--- config.mk ---
export PLATFORM = sky130hd
export DESIGN_NAME = key_conditioner
export DESIGN_NICKNAME = d
export VERILOG_FILES = /design/src/rtl/key_cond_pkg.sv /design/src/rtl/key_debounce_fsm.sv /design/src/rtl/key_conditioner.sv
export SDC_FILE = /design/constraint.sdc
export NUM_CORES = 1
export LEC_CHECK = 0
export CORE_ASPECT_RATIO = 1.25
export CORE_MARGIN = 4
export CORE_UTILIZATION = 56
export CTS_CLUSTER_DIAMETER = 200
export DETAILED_ROUTE_END_ITERATION = 8
export PLACE_DENSITY = 0.75
export SLEW_MARGIN = 20
export SYNTH_ARGS = -nofsm -noshare
export SYNTH_HDL_FRONTEND = slang
export SYNTH_SLANG_ARGS = --single-unit
--- constraint.sdc ---
create_clock -name clk_clk -period 2.91 [get_ports clk_clk]
set_input_delay 0.4365 -clock clk_clk [delete_from_list [all_inputs] [get_ports clk_clk]]
set_output_delay 0.4365 -clock clk_clk [all_outputs]
set_load 0.01 [all_outputs]
--- src/rtl/key_cond_pkg.sv ---
// Shared types, default 50 MHz timing and counter sizing for the pushbutton conditioner.
package key_cond_pkg;

  typedef enum logic [1:0] {
    RELEASED     = 2'd0,
    PRESS_WAIT   = 2'd1,
    HELD         = 2'd2,
    RELEASE_WAIT = 2'd3
  } kstate_t;

  localparam int DEF_DEBOUNCE_CYCLES      = 500_000;
  localparam int DEF_REPEAT_DELAY_CYCLES  = 25_000_000;
  localparam int DEF_REPEAT_PERIOD_CYCLES = 5_000_000;

  // Width that holds the largest of the three cycle counts without wrapping.
  function automatic int cnt_width(input int a, input int b, input int c);
    int m;
    m = a;
    if (b > m) m = b;
    if (c > m) m = c;
    return $clog2(m + 1);
  endfunction

endpackage

--- src/rtl/key_debounce_fsm.sv ---
// One pushbutton: 2-flop synchronizer, debounce FSM, registered level and press/release/repeat strobes.
module key_debounce_fsm
  import key_cond_pkg::*;
#(
  parameter int KEY_ACTIVE_LOW       = 1,
  parameter int DEBOUNCE_CYCLES      = DEF_DEBOUNCE_CYCLES,
  parameter int REPEAT_EN            = 1,
  parameter int REPEAT_DELAY_CYCLES  = DEF_REPEAT_DELAY_CYCLES,
  parameter int REPEAT_PERIOD_CYCLES = DEF_REPEAT_PERIOD_CYCLES
) (
  input  logic clk,
  input  logic rst,
  input  logic raw,
  output logic level,
  output logic press_stb,
  output logic release_stb,
  output logic repeat_stb
);

  localparam int CW = cnt_width(DEBOUNCE_CYCLES, REPEAT_DELAY_CYCLES, REPEAT_PERIOD_CYCLES);
  localparam logic IDLE_LVL = (KEY_ACTIVE_LOW != 0);
  localparam logic [CW-1:0] DEB_MAX = CW'(DEBOUNCE_CYCLES);
  localparam logic [CW-1:0] CNT_ONE = CW'(1);

  if (DEBOUNCE_CYCLES < 1 || REPEAT_DELAY_CYCLES < 1 || REPEAT_PERIOD_CYCLES < 1) begin : g_bad_cycles
    $error("key_debounce_fsm: every *_CYCLES parameter must be >= 1");
  end

  logic          sync1, sync2, p;
  kstate_t       state, state_nxt;
  logic [CW-1:0] cnt, cnt_nxt, cnt_inc;
  logic          level_nxt, press_nxt, release_nxt;

  always_ff @(posedge clk) begin
    if (rst) begin
      sync1 <= IDLE_LVL;
      sync2 <= IDLE_LVL;
    end else begin
      sync1 <= raw;
      sync2 <= sync1;
    end
  end

  assign p       = sync2 ^ IDLE_LVL;
  assign cnt_inc = (cnt == {CW{1'b1}}) ? cnt : cnt + CNT_ONE;

  always_comb begin
    state_nxt   = state;
    cnt_nxt     = cnt;
    level_nxt   = level;
    press_nxt   = 1'b0;
    release_nxt = 1'b0;
    case (state)
      RELEASED: begin
        cnt_nxt = '0;
        if (p) begin
          state_nxt = PRESS_WAIT;
          cnt_nxt   = CNT_ONE;
        end
      end
      PRESS_WAIT: begin
        if (!p) begin
          state_nxt = RELEASED;
          cnt_nxt   = '0;
        end else if (cnt == DEB_MAX) begin
          state_nxt = HELD;
          cnt_nxt   = '0;
          level_nxt = 1'b1;
          press_nxt = 1'b1;
        end else begin
          cnt_nxt = cnt_inc;
        end
      end
      HELD: begin
        if (!p) begin
          state_nxt = RELEASE_WAIT;
          cnt_nxt   = CNT_ONE;
        end
      end
      RELEASE_WAIT: begin
        if (p) begin
          state_nxt = HELD;
          cnt_nxt   = '0;
        end else if (cnt == DEB_MAX) begin
          state_nxt   = RELEASED;
          cnt_nxt     = '0;
          level_nxt   = 1'b0;
          release_nxt = 1'b1;
        end else begin
          cnt_nxt = cnt_inc;
        end
      end
      default: begin
        state_nxt = RELEASED;
        cnt_nxt   = '0;
        level_nxt = 1'b0;
      end
    endcase
  end

  always_ff @(posedge clk) begin
    if (rst) begin
      state       <= RELEASED;
      cnt         <= '0;
      level       <= 1'b0;
      press_stb   <= 1'b0;
      release_stb <= 1'b0;
    end else begin
      state       <= state_nxt;
      cnt         <= cnt_nxt;
      level       <= level_nxt;
      press_stb   <= press_nxt;
      release_stb <= release_nxt;
    end
  end

  // The repeat counter only advances while the key stays HELD; in RELEASE_WAIT it keeps its value.
  if (REPEAT_EN != 0) begin : g_rpt
    localparam logic [CW-1:0] DLY_MAX = CW'(REPEAT_DELAY_CYCLES);
    localparam logic [CW-1:0] PER_MAX = CW'(REPEAT_PERIOD_CYCLES);

    logic [CW-1:0] rpt_cnt, rpt_inc, rpt_target;
    logic          rpt_first;

    assign rpt_inc    = (rpt_cnt == {CW{1'b1}}) ? rpt_cnt : rpt_cnt + CNT_ONE;
    assign rpt_target = rpt_first ? DLY_MAX : PER_MAX;

    always_ff @(posedge clk) begin
      if (rst) begin
        rpt_cnt    <= '0;
        rpt_first  <= 1'b0;
        repeat_stb <= 1'b0;
      end else begin
        repeat_stb <= 1'b0;
        if (press_nxt) begin
          rpt_cnt   <= '0;
          rpt_first <= 1'b1;
        end else if (state == HELD && p) begin
          if (rpt_inc == rpt_target) begin
            repeat_stb <= 1'b1;
            rpt_cnt    <= '0;
            rpt_first  <= 1'b0;
          end else begin
            rpt_cnt <= rpt_inc;
          end
        end
      end
    end
  end else begin : g_no_rpt
    assign repeat_stb = 1'b0;
  end

endmodule

--- src/rtl/key_conditioner.sv ---
// Conditions NUM_KEYS raw pushbuttons into clean levels and strobes for the Nios keys_export PIO.
module key_conditioner
  import key_cond_pkg::*;
#(
  parameter int NUM_KEYS             = 3,
  parameter int KEY_ACTIVE_LOW       = 1,
  parameter int DEBOUNCE_CYCLES      = DEF_DEBOUNCE_CYCLES,
  parameter int REPEAT_EN            = 1,
  parameter int REPEAT_DELAY_CYCLES  = DEF_REPEAT_DELAY_CYCLES,
  parameter int REPEAT_PERIOD_CYCLES = DEF_REPEAT_PERIOD_CYCLES
) (
  input  logic                clk_clk,
  input  logic                reset_reset,
  input  logic [NUM_KEYS-1:0] key_raw,
  output logic [NUM_KEYS-1:0] keys_out,
  output logic [NUM_KEYS-1:0] key_press,
  output logic [NUM_KEYS-1:0] key_release,
  output logic [NUM_KEYS-1:0] key_repeat
);

  for (genvar i = 0; i < NUM_KEYS; i++) begin : g_key
    key_debounce_fsm #(
      .KEY_ACTIVE_LOW      (KEY_ACTIVE_LOW),
      .DEBOUNCE_CYCLES     (DEBOUNCE_CYCLES),
      .REPEAT_EN           (REPEAT_EN),
      .REPEAT_DELAY_CYCLES (REPEAT_DELAY_CYCLES),
      .REPEAT_PERIOD_CYCLES(REPEAT_PERIOD_CYCLES)
    ) u_key (
      .clk        (clk_clk),
      .rst        (reset_reset),
      .raw        (key_raw[i]),
      .level      (keys_out[i]),
      .press_stb  (key_press[i]),
      .release_stb(key_release[i]),
      .repeat_stb (key_repeat[i])
    );
  end

endmodule

==> flow_metrics.env <==
export IMPL_finalWirelength_mm=24.15
export IMPL_crit_cells=9
export IMPL_die_w_um=127.8
export IMPL_crit_fanout=9
export IMPL_hp_start="g_key[0].u_key.sync1$_SDFF_PP1_"
export IMPL_slowest_delay_ps=480
export IMPL_cts_buffers=17
export IMPL_die_area_um2=20160
export IMPL_grt_overflow_total=0
export IMPL_root_buffer="clkbuf_16"
export IMPL_use_met3_pct=4.556
export IMPL_cts_tree="done"
export IMPL_power_leakage_nw=3.908
export IMPL_timing_final_max_slew_violations=0
export IMPL_start_kind="flip-flop"
export IMPL_min_period_ps=2938
export IMPL_clock_skew_ps=7.383
export IMPL_slew_headroom_pct=49.36
export IMPL_max_slew_worst_pin_slew_ps=752.7
export IMPL_synth_nets=1296
export IMPL_synth_top_family_by_area="simple AND/OR/NAND/NOR gates"
export IMPL_worstPathCellList="nand4_1 -> or3_1 -> o21ai_0 -> xor2_1 -> nor4_1 -> o2111ai_1 -> o21ai_1 -> buf_4 -> nor2_1"
export IMPL_fmax_mhz=340.3
export IMPL_dp_slack_ps=-10.10
export IMPL_dp_hpwl_mm=17.31
export IMPL_nFillCells=1493
export IMPL_reg2reg_slack_ps=-30
export IMPL_arrival_ps=3260
export IMPL_synth_ff_type="dfxtp_1"
export IMPL_fin_hold_ws_ps=415.4
export IMPL_synth_area_per_cell_um2=7.838
export IMPL_yosys_area_share_adder_pct=1.121
export IMPL_setup_violations=10
export IMPL_crit_slowest_cell="or3_1"
export IMPL_syn_instance_count=1282
export IMPL_cts_htree_levels=4
export IMPL_end_kind="flip-flop"
export IMPL_r2r_end="g_key[2].u_key.g_rpt.rpt_cnt[11]$_SDFFE_PP0P_"
export IMPL_hold_path_class="reg2reg"
export IMPL_antenna_found_initial=0
export IMPL_rows=54
export IMPL_clock_sinks=177
export IMPL_hold_path_end="g_key[0].u_key.sync2$_SDFF_PP1_"
export IMPL_initial_core_util_pct=57.20
export IMPL_drt_wirelength_per_cell_um=15.15
export IMPL_clkSlewWorstSetupHoldPaths_ps=70
export IMPL_top_usage_layer="met2"
export IMPL_finalNetCount=1371
export IMPL_coreArea_um2=17570
export IMPL_critPathTopFamily="simple AND/OR/NAND/NOR gates"
export IMPL_rsz0062_at_grt="true"
export IMPL_synth_seq_cells=177
export IMPL_synthArstFlopShare_pct=0
export IMPL_post_route_period_util_pct=101.0
export IMPL_powerDensity_nw_per_um2=421.7
export IMPL_io_pins=17
export IMPL_drc_errors=0
export IMPL_synth_compound_area_share_pct=9.115
export IMPL_synth_simple_gate_area_share_pct=35.66
export IMPL_grt_util_met2_pct=43.14
export IMPL_grt_pass1_wl_mm=41.26
export IMPL_die_h_um=157.8
export IMPL_grt_start_max_net_pins=25
export IMPL_drv_cap=0
export IMPL_holdBufCountCts=0
export IMPL_required_ps=3240
export IMPL_portBuffers=16
export IMPL_drt_iter0_markers=757
export IMPL_vias=9419
export IMPL_syn2layout_area_growth_pct=16.71
export IMPL_crit_type="reg2reg"
export IMPL_drive_gt1_share_pct=14.96
export IMPL_violations="setup timing"
export IMPL_synth_seq_area_share_pct=35.26
export IMPL_synth_edff_count=0
export IMPL_setup_ws_ps=-28.28
export IMPL_ir_drop_mv=0.3955
export IMPL_via_per_inst=5.909
export IMPL_synth_xor_area_share_pct=13.34
export IMPL_clk_latency_ps=430
export IMPL_status="complete, but fails checks"
export IMPL_first_global_vias=9074
export IMPL_final_antenna_net_count=0
export IMPL_finalWeightedCongestion=0.9754
export IMPL_cp_buffers_inverters=1
export IMPL_diodes=0
export IMPL_drtPass1Iterations=6
export IMPL_timing_rr_start="g_key[2].u_key.g_rpt.rpt_cnt[10]$_SDFFE_PP0P_"
export IMPL_rr_worst_depth=9
export IMPL_ys_types=67
export IMPL_use_met1_pct=28.59
export IMPL_synthMuxAreaShare_pct=1.220
export IMPL_hold_depth=1
export IMPL_finalHoldViolCount=0
export IMPL_grt_usage_pct=24.26
export IMPL_synth_warnings=0
export IMPL_synth_cell_area_um2=10050
export IMPL_cts_buffer_depth=2
Yosys cell counts (all sizes together), types with 3 or more instances:
master     n  share of area (%)
or4b       8               0.83
or4        9               0.67
o2111ai    5               0.44
clkbuf    39                1.5
nand4     52                3.2
nand3     76                3.9
and4      23                2.0
nor2b     13               0.81
nor3      64                3.2
a211oi     8               0.60
xnor2     77                6.7
o22ai      3               0.19
nand2b     8               0.50
a2111oi    3               0.29
xor2      76                6.6
a21oi     44                2.2
nor3b      4               0.30
and3      33                2.1
mux2i     10                1.0
and2       9               0.56
dfxtp    177                 35
nand2    116                4.3
nor2     196                7.3
buf       35                2.0
or2       12               0.75
or3       19                1.2
o21bai     4               0.30
ha         9                1.1
nor4b     15                1.3
o21ai     35                1.7
o211ai     5               0.37
nor4      29                2.2
inv       20               0.75
o21a       3               0.22
a31oi     12               0.75
state kept, by name, summed over array words and instances (netlist names), named ones only:
register,flops
g_key.u_key.cnt,75
g_key.u_key.g_rpt.rpt_cnt,75
g_key.u_key.g_rpt.rpt_first,3
g_key.u_key.level,3
g_key.u_key.press_stb,3
g_key.u_key.release_stb,3
g_key.u_key.repeat_stb,3
g_key.u_key.state,3
g_key.u_key.sync1,3
g_key.u_key.sync2,3
worst max path at each step:
stage	start	to	slack, ps
finish	g_key[2].u_key.g_rpt.rpt_cnt[10]$_SDFFE_PP0P_	g_key[2].u_key.g_rpt.rpt_cnt[11]$_SDFFE_PP0P_	-30
floorplan	g_key[0].u_key.g_rpt.rpt_cnt[0]$_SDFFE_PP0P_	g_key[0].u_key.g_rpt.rpt_cnt[20]$_SDFFE_PP0P_	3
CTS	g_key[0].u_key.g_rpt.rpt_cnt[11]$_SDFFE_PP0P_	g_key[0].u_key.g_rpt.rpt_cnt[20]$_SDFFE_PP0P_	0.6
global route	g_key[2].u_key.g_rpt.rpt_cnt[10]$_SDFFE_PP0P_	g_key[2].u_key.g_rpt.rpt_cnt[12]$_SDFFE_PP0P_	-110
detailed placement	g_key[0].u_key.g_rpt.rpt_cnt[1]$_SDFFE_PP0P_	g_key[0].u_key.g_rpt.rpt_cnt[20]$_SDFFE_PP0P_	-10
global placement	g_key[0].u_key.g_rpt.rpt_cnt[1]$_SDFFE_PP0P_	g_key[0].u_key.g_rpt.rpt_cnt[20]$_SDFFE_PP0P_	70
logic make-up (layout without fill, tap and decap cells):
kind of cell             Yosys count  after routing
AO/OA/AOI/OAI                    145            145
XOR/XNOR                         153            153
adder cells (fa/ha/maj)            9              9
buffers and inverters             94            182
flip-flops                       177            177
multiplexers                      12             12
AND/OR/NAND/NOR                  692            692
power by group:
| group | leakage [nW] | switching [mW] | internal [mW] |
|---|---|---|---|
| registers | 1.43 | 0.0181 | 2.43 |
| clock network | 0.290 | 1.01 | 1.39 |
| logic | 2.18 | 0.0580 | 0.0440 |
| total | 3.91 | 1.08 | 3.86 |
area by class of cell:
| class | count | area, um2 | area share, % |
|---|---|---|---|
| clock buffers | 18 | 439.2 | 3.745 |
| clock inverters | 14 | 177.7 | 1.515 |
| inverters | 20 | 75.07 | 0.6401 |
| multi-input cells | 1011 | 6178 | 52.68 |
| flip-flops and latches | 177 | 3561 | 30.36 |
| well taps | 224 | 280.3 | 2.390 |
| repair buffers | 130 | 1016 | 8.663 |
through the flow:
| step | total power [mW] | setup TNS [ps] | instance area, um2 | cells | utilization [%] |
|---|---|---|---|---|---|
| floorplan | 2.570 | 0 | 10050 | 1282 | - |
| global placement | 2.609 | 0 | 10970 | 1559 | 62.44 |
| detailed placement | 2.611 | -10.10 | 10970 | 1559 | 62.44 |
| CTS | 5.011 | 0 | 11590 | 1591 | 65.99 |
| global route | 5.112 | -1888 | 11730 | 1594 | 66.76 |
| finish | 4.946 | -225.8 | 11730 | 1594 | 66.76 |
metal layers:
| metal | share of wire, % | vias to the layer above |
|---|---|---|
| met1 | 43 | 4396 |
| li1 | - | 4691 |
| met5 | 0 | - |
| met2 | 49 | 252 |
| met3 | 4.1 | 80 |
| met4 | 3.0 | 0 |
cell usage in the layout (no fill, tap or decap), types with 4 or more instances in the layout:
master | synthesis | final
inv_6 | 0 | 5
nor4_1 | 26 | 25
and3_1 | 32 | 30
nor2b_1 | 13 | 13
o21ai_0 | 34 | 33
clkbuf_16 | 0 | 17
nor4b_1 | 15 | 15
dfxtp_1 | 177 | 167
nand4_1 | 52 | 52
inv_1 | 20 | 20
and2_1 | 8 | 8
dfxtp_2 | 0 | 8
nand2b_1 | 8 | 8
nand2_1 | 116 | 115
o21bai_1 | 4 | 4
buf_4 | 13 | 114
a31oi_1 | 12 | 12
o211ai_1 | 5 | 5
clkinvlp_4 | 0 | 4
clkdlybuf4s50_1 | 0 | 16
nand3_1 | 74 | 74
a21oi_1 | 44 | 44
ha_1 | 9 | 8
nor2_1 | 196 | 195
xnor2_1 | 77 | 76
nor3_1 | 63 | 60
or4_1 | 9 | 7
xor2_1 | 76 | 76
or3_1 | 19 | 18
o2111ai_1 | 5 | 5
nor3_2 | 1 | 4
nor3b_1 | 4 | 4
or4b_2 | 7 | 7
and4_1 | 23 | 22
mux2i_1 | 10 | 10
a211oi_1 | 8 | 7
or2_2 | 12 | 12
repair_timing:
action	in CTS	in global routing
resized for setup	2	31
setup endpoints to repair	1	40
buffers inserted	0	3
pin swaps	1	6
(Power assumes the default switching activity.)
